===== src/rtl/uart_tx_fifo.sv =====
// uart_tx_fifo
// Transmit-side circular byte queue feeding a UART transmitter through a
// valid/data/busy handshake. Producers may push one byte per cycle; bytes are
// launched one at a time, never while the transmitter has a frame in flight.
// Fill level, full/empty flags and a dropped-write pulse support flow control.

module uart_tx_fifo #(
   parameter int DATA_BITS = 8,
   parameter int DEPTH     = 16
) (
   input  logic                     clk,
   input  logic                     n_rst,
   input  logic                     i_wr_en,
   input  logic [DATA_BITS-1:0]     i_wr_data,
   output logic                     o_full,
   output logic                     o_empty,
   output logic [$clog2(DEPTH):0]   o_count,
   output logic                     o_overflow,
   input  logic                     i_tx_busy,
   output logic                     o_tx_valid,
   output logic [DATA_BITS-1:0]     o_tx_data
);

   localparam int AW = $clog2(DEPTH);
   localparam int CW = AW + 1;
   localparam logic [CW-1:0] FULL_LEVEL = CW'(DEPTH);

   typedef enum logic [1:0] {
      IDLE,
      LAUNCH,
      WAIT_BUSY,
      WAIT_DONE
   } state_t;

   state_t                 state_q, state_d;
   logic [DATA_BITS-1:0]   mem_q [DEPTH];
   logic [AW-1:0]          wrPtr_q, wrPtr_d;
   logic [AW-1:0]          rdPtr_q, rdPtr_d;
   logic [CW-1:0]          count_q, count_d;
   logic                   overflow_q, overflow_d;
   logic [DATA_BITS-1:0]   txData_q, txData_d;
   logic                   wrAccept;
   logic                   pop;
   logic                   txValid;

   // Flags come straight from the registered count so a same-cycle write or
   // pop can never influence the decisions made on them.
   assign o_full     = (count_q == FULL_LEVEL);
   assign o_empty    = (count_q == '0);
   assign o_count    = count_q;
   assign o_overflow = overflow_q;
   assign o_tx_data  = txData_q;
   assign o_tx_valid = txValid;

   // Launch sequencer: pop only from IDLE, pulse valid in LAUNCH, then wait for
   // the transmitter's busy flag to rise and fall before considering the next byte.
   always_comb begin
      state_d = state_q;
      pop     = 1'b0;
      txValid = 1'b0;
      case (state_q)
         IDLE: begin
            if (!o_empty && !i_tx_busy) begin
               pop     = 1'b1;
               state_d = LAUNCH;
            end
         end
         LAUNCH: begin
            txValid = 1'b1;
            state_d = WAIT_BUSY;
         end
         WAIT_BUSY: begin
            if (i_tx_busy) begin
               state_d = WAIT_DONE;
            end
         end
         WAIT_DONE: begin
            if (!i_tx_busy) begin
               state_d = IDLE;
            end
         end
         default: begin
            state_d = IDLE;
         end
      endcase
   end

   // Queue bookkeeping: accepted writes advance the write pointer, pops advance
   // the read pointer and capture the byte, and a refused write arms the overflow pulse.
   always_comb begin
      wrAccept   = i_wr_en && !o_full;
      overflow_d = i_wr_en && o_full;
      wrPtr_d    = wrPtr_q;
      rdPtr_d    = rdPtr_q;
      count_d    = count_q;
      txData_d   = txData_q;
      if (wrAccept) begin
         wrPtr_d = wrPtr_q + AW'(1);
      end
      if (pop) begin
         rdPtr_d  = rdPtr_q + AW'(1);
         txData_d = mem_q[rdPtr_q];
      end
      case ({wrAccept, pop})
         2'b10:   count_d = count_q + CW'(1);
         2'b01:   count_d = count_q - CW'(1);
         default: count_d = count_q;
      endcase
   end

   // State and control registers; reset discards everything queued, even mid-frame.
   always_ff @(posedge clk) begin
      if (!n_rst) begin
         state_q    <= IDLE;
         wrPtr_q    <= '0;
         rdPtr_q    <= '0;
         count_q    <= '0;
         overflow_q <= 1'b0;
         txData_q   <= '0;
      end else begin
         state_q    <= state_d;
         wrPtr_q    <= wrPtr_d;
         rdPtr_q    <= rdPtr_d;
         count_q    <= count_d;
         overflow_q <= overflow_d;
         txData_q   <= txData_d;
      end
   end

   // Storage array needs no reset; stale contents are unreachable once the pointers clear.
   always_ff @(posedge clk) begin
      if (n_rst && wrAccept) begin
         mem_q[wrPtr_q] <= i_wr_data;
      end
   end

endmodule


===== config.mk =====
export PLATFORM = sky130hd
export DESIGN_NAME = uart_tx_fifo
export DESIGN_NICKNAME = d
export VERILOG_FILES = /design/src/rtl/uart_tx_fifo.sv
export SDC_FILE = /design/constraint.sdc
export NUM_CORES = 1
export LEC_CHECK = 0
export ABC_CLOCK_PERIOD_IN_PS = 7680
export CORE_MARGIN = 2
export CORE_UTILIZATION = 34
export CTS_CLUSTER_SIZE = 16
export DETAILED_ROUTE_END_ITERATION = 12
export PLACE_DENSITY = 0.49
export SYNTH_ARGS = -nofsm -noshare
export SYNTH_HDL_FRONTEND = slang
export SYNTH_SLANG_ARGS = --single-unit

===== constraint.sdc =====
create_clock -name clk -period 7.68 [get_ports clk]
set_input_delay 0.768 -clock clk [delete_from_list [all_inputs] [get_ports clk]]
set_output_delay 0.768 -clock clk [all_outputs]
set_load 0.1 [all_outputs]

---- Word-level counts from Yosys, hierarchy flattened ----
Memories as Yosys holds them, arrays and structs flattened. A register that Yosys moved wholly into a read port is not among the register bits.
Index checks and enable logic that the tools add are counted.
operators by class
  $add $sub $neg .......................... 4
  equal/unequal tests ..................... 9
  multiplexer cells ....................... 10
  reductions and logical operators ........ 12
operators with widths
  cell                 number
  $pmux 5 s2           1
  $add 4x1->4 const B  2
  $pmux 2 s4           1
  $eq 2x2->1 const B   3
  $mux 2               3
  $ne 2x2->1 const B   3
  $add 5x1->5 const B  1
  $eq 5x5->1 const B   1
  $logic_not 5->1      1
  $mux 1               5
  $sub 5x1->5 const B  1
  $eq 2x1->1 const B   2
  $logic_and 1x1->1    4
  $logic_not 1->1      4
  $reduce_and 3->1     1
  $logic_not 2->1      1
  $reduce_bool 2->1    1
word-level totals
  register bits ........................... 16
  RAM bits ................................ 128
  input port bits ......................... 12
  output and inout bits ................... 17
  word-level logic and storage cells ...... 41
  memories ................................ 1
memory list
  memory  depth  width  rd ports  clocked after memory_dff  wr ports  line  source
  mem_q   16     8      1         1                         1         36    logic [DATA_BITS-1:0] mem_q [DEPTH];

---- Depth between registers and ports, before layout ----
  depth after elaboration ................. 7
  mapped depth ............................ 14
  depth with buffers taken out ............ 12

---- Worst setup path after synthesis ----
Ideal clock, no wire load.
  path kind ............................... reg-to-reg
  from .................................... reg count_q[0] (netlist: o_count[0])
  to ...................................... reg count_q[4] (netlist: o_count[4])
  setup time .............................. 0.122 ns
  arrival ................................. 3.187 ns
  data required time ...................... 7.558 ns
  path slack .............................. 4.371 ns
  stages on the path, launching flop included .. 13
  path buffers ............................ 2
  clock period less this slack ............ 3.309 ns
  cells stage by stage .................... dfxtp_1 > nor4_4 > a21oi_1 > buf_2 > buf_6 > ha_1 > inv_1 > fa_1 > nor2b_1 > o21ai_0 > nand3_1 > or3b_1 > mux2i_1
on the way
  longest elaborated chain between the ends .. 7
  elaborated cells between the ends (all ways) .. 14
  those cells by class .................... add/sub: 2; eq/ne: 3; mux: 3; reduce/logical: 6
ends and longest elaborated chain
  item                                             line  source
  start: declaration                               39    logic [CW-1:0] count_q, count_d;
  start signal: assignment                         124   count_q <= count_d;
  $logic_not 5->1 *                                49    assign o_empty = (count_q == '0);
  $logic_not 1->1 *                                63    if (!o_empty && !i_tx_busy) begin
  $logic_and 1x1->1 *                              63
  $mux 1 *                                         63
  $mux 1 *                                         61    case (state_q)
  net pop                                          43    logic pop;
  $eq 2x1->1 or $eq 2x2->1 (tied branches)         104   case ({wrAccept, pop})
  $pmux 5 s2 or $reduce_bool 2->1 (tied branches)  -
Mark *: on every way through the listed nets, which the timed path passes. The rest lies on a longest branch.
A chain may end at the register's enable or synchronous reset.

---- Worst setup path after layout ----
  from .................................... in i_tx_busy
  to ...................................... reg count_q[4] (netlist: o_count[4])
on the way
  longest elaborated chain between the ends .. 6
  elaborated cells between the ends (all ways) .. 8
  those cells by class .................... eq/ne: 2; mux: 3; reduce/logical: 3
ends and longest elaborated chain
  item                                             line  source
  start: declaration                               19    input logic i_tx_busy,
  $logic_not 1->1 *                                -
  $logic_and 1x1->1 *                              63
  $mux 1 *                                         63
  $mux 1 *                                         61
  $eq 2x1->1 or $eq 2x2->1 (tied branches)         104
  $pmux 5 s2 or $reduce_bool 2->1 (tied branches)  -
Mark *: on every way between the ends. The rest lies on a longest branch, timed or not.

==> run summary <==
After synthesis, the mean cell area works out to 15.1 um2. The met2 usage in global routing came out at 22.5%. In this run the most used layer during global routing was met2.

Once layout is complete, the utilization of the core stands at 40.5%. Global routing consumed, on the met3 layer, 3.25% of the routing resources. The floorplan die width is 139 um.

The post-synthesis to final-layout area growth is 17.1%. The net switching power is 0.000807 W. The total via count after detailed routing came out at 3409. Cell internal power was estimated by the tool at 0.00155 W. The synthesized netlist occupies a cell area of 6190 um2. The leakage power total is 2.27 nW. The run finished with clean final reports.

The share of flip-flops with an asynchronous set or reset is 0%. The die area came out at 19300 um2. The clock sink count came out at 152. The residual DRC count came out at 0. The maximum buffer depth of the clock tree is 2. Yosys mapped the design onto 38 distinct sky130hd cell types.

The number of iterations in the first detailed-routing pass is 4. The worst max-slew margin expressed relative to the limit came out at 34.6%. The total half-perimeter wirelength after legalization and detailed placement is 8760 um.

The initial antenna violation count was 0. The fmax is 0.293 GHz. The share of total power consumed by net switching came out at 34.3%. The detail route stage leaves a number of antenna-violating nets equal to 0. The placement row count is 49. The worst ir drop on vdd came out at 0.191 mV. The worst-case setup margin in the final layout came out at 4270 ps. Buffers placed on the I/O ports in this run total 28. The I/O pin count came out at 29. The power per unit of standard cell area is 325 nW/um2. Clock-pin slew was measured on the worst setup and hold paths at 60 ps. Across every metal layer, demand over resource in global routing totals 14.6%. The total count of max-transition violations in the final report came out at 0. The final total power is 0.00235 W.

The combinational cell fraction of total power came out at 25.6%. The height of the chip is 139 um. The transition time at the pin with the least slew margin is 978 ps. The post-CTS repair timing setup buffer count came out at 0. The fraction of post-synthesis cell area in the top cell type by area came out at 62.1%. Setup repair after global routing left no endpoint under its margin. The repair_antennas step left the layout with diodes totalling 0. The arrival time of data at the critical path endpoint came out at 3720 ps. The clock group share of total power is 32.3%.

In the synthesized netlist the dominant register cell turns out to be edfxtp_1. The area of the placeable core is 17900 um2. Clock latency on the worst-skew pair, taken at its later pin, is 420 ps. The count of routing violations after the opening detailed-route iteration came out at 219. The number of fill cells in the layout is 1667. The sequential share of power came out at 42.1%. The worst min-delay path category is reg2reg. The final layout net count is 469. Synthesis produced 409 cells.

The largest net degree at the start of global routing came out at 38. STA classifies the critical path endpoint as a flop. Across the run, the number of max-cap violations was 0. The worst clock skew is 12.7 ps. After detailed routing, the average wire length per cell comes to 19.9 um. The number of nets handed over by synthesis was 436. The H-tree depth reported by CTS came out at 4. The final cycle utilization of the critical path is 44.4%.

The starting density of the core is 34.6%. The number of enable flip-flop cells after synthesis is 128. The worst setup timing slack at the placement stage came out at 3840 ps. In the final timing run, aggregate negative setup slack is 0 ps. Summed over all layers, the global routing overflow is 0. The number of global-route vias before repair is 3288. TritonCTS built the clock tree.

The sequential area share after synthesis is 69.8%. The proportion of layout cells with a drive suffix above 1 came out at 8.79%. The worst setup path is launched from a primary input. The largest driver fanout on the critical path is 21.

Summed over all layers, the routed wires come to 13600 um. The cell sitting at the root of the clock tree is a clkbuf_16. The critical path class is in2reg.

The setup violation total in the final timing report is 0. Yosys instantiated no cell more often than edfxtp_1. The commonest cells after synthesis are 128 x edfxtp_1, 63 x mux2i_1, 30 x o22ai_1. The final weighted congestion of routability-driven global placement is 0.782. In the post-synthesis netlist, the biggest area contributors are edfxtp_1 62%, mux2i_1 10%, dfxtp_1 7.8%.

The detailed-route vias per instance is 4.98. The synthesis-stage register bit count came out at 152. The total of hold buffers inserted after clock tree synthesis is 0. The count of instances resized after the clock tree is built came out at 0. The minimum clock period came out at 3410 ps. The first global-routing pass estimated 20500 um of wire. The critical path data required time is 7990 ps.

Counting the buffers created by CTS gives 17. The largest total area in the synthesized netlist belongs to edfxtp_1. The final number of hold-violating endpoints came out at 0.

The global routing usage on met1 came out at 20.3%. The count of synthesis-stage warnings from yosys came out at 0.
per-layer routing:
layer	part of all wire, %	wire [um]
met3	4.0	546
met2	48	6520
met5	0	0
met1	47	6400
met4	0.90	122
cell usage in the layout, fill, tap and decap left out, types with 2 or more instances in the layout:
master / synthesis / layout
or3b_1: 2 / 2
mux4_2: 2 / 2
nor4_1: 7 / 7
clkinvlp_4: 0 / 3
inv_6: 0 / 2
xnor2_1: 3 / 3
o22ai_1: 30 / 30
nor3_1: 6 / 6
inv_1: 12 / 12
o21ai_0: 11 / 11
buf_4: 2 / 6
and2_1: 8 / 8
nor2b_1: 7 / 7
ha_1: 14 / 14
dfxtp_1: 24 / 23
nand3_1: 6 / 6
mux2i_1: 63 / 63
nand3b_1: 4 / 4
clkinv_1: 0 / 3
clkbuf_1: 8 / 2
edfxtp_1: 128 / 128
nor2_1: 17 / 17
clkbuf_16: 0 / 17
nand2b_1: 3 / 3
xor2_1: 6 / 6
a21oi_1: 11 / 10
clkdlybuf4s50_1: 0 / 28
nand4_1: 2 / 2
clkinv_2: 0 / 3
a21oi_2: 1 / 2
nand2_1: 12 / 12
registers in the layout, summed over array words and instances (netlist names):
register and cells:
mem_q 128, o_count 5, o_overflow 1, o_tx_data 8, rdPtr_q 4, state_q 2
wrPtr_q 4
final timing paths:
check / start / to / slack [ps] / depth (start not counted)
max: i_tx_busy / o_count[4]$_SDFFE_PN0P_ / 4270 / 11
min: o_count[4]$_SDFFE_PN0P_ / o_count[4]$_SDFFE_PN0P_ / 520 / 2
max reg2reg: state_q[0]$_SDFFE_PN0P_ / o_count[4]$_SDFFE_PN0P_ / 4480 / 12
min reg2reg: o_count[4]$_SDFFE_PN0P_ / o_count[4]$_SDFFE_PN0P_ / 520 / 2
logic make-up (layout without fill, tap and decap cells):
logic type	count (synthesis)	after routing	synth area share, %
AO/OA/AOI/OAI	59	59	5.70
flip-flops	152	152	69.8
buffers and inverters	32	78	2.34
adder cells (fa/ha/maj)	15	15	3.15
AND/OR/NAND/NOR	77	77	6.77
XOR/XNOR	9	9	1.27
multiplexers	65	65	10.9
per-stage QoR:
stage,hold WS [ps],instances,area [um2]
floorplan,527,409,6190
global placement,514,652,6710
detailed placement,510,652,6710
CTS,517,684,7250
global route,566,684,7250
finish,516,684,7250
power groups by stage:
| stage | logic (W) | registers [W] | clock network (W) |
|---|---|---|---|
| finish | 0.000603 | 0.000992 | 0.000759 |
| global route | 0.000643 | 0.000998 | 0.000815 |
| CTS | 0.000608 | 0.000993 | 0.000774 |
| detailed placement | 0.000606 | 0.00101 | 0 |
| global placement | 0.000599 | 0.00101 | 0 |
| floorplan | 0.000276 | 0.00118 | 0 |
critical path, stage by stage:
cell and delay (ps):
clkdlybuf4s50_1 450, nand2b_1 170, a21oi_2 650, ha_1 370, inv_1 100, fa_1 410, nor2b_1 120, o21ai_0 100
nand3_1 90, or3b_1 360, mux2i_1 120
cell type report:
type / count / area [um2] / area share, %
flip-flops and latches: 152 / 4330 / 59.7
multi-input cells: 225 / 1730 / 23.8
clock buffers: 19 / 433 / 5.97
repair buffers: 34 / 325 / 4.49
well taps: 229 / 287 / 3.95
clock inverters: 13 / 105 / 1.45
inverters: 12 / 45.0 / 0.621
Note: power is estimated with default switching activity, not from simulation.
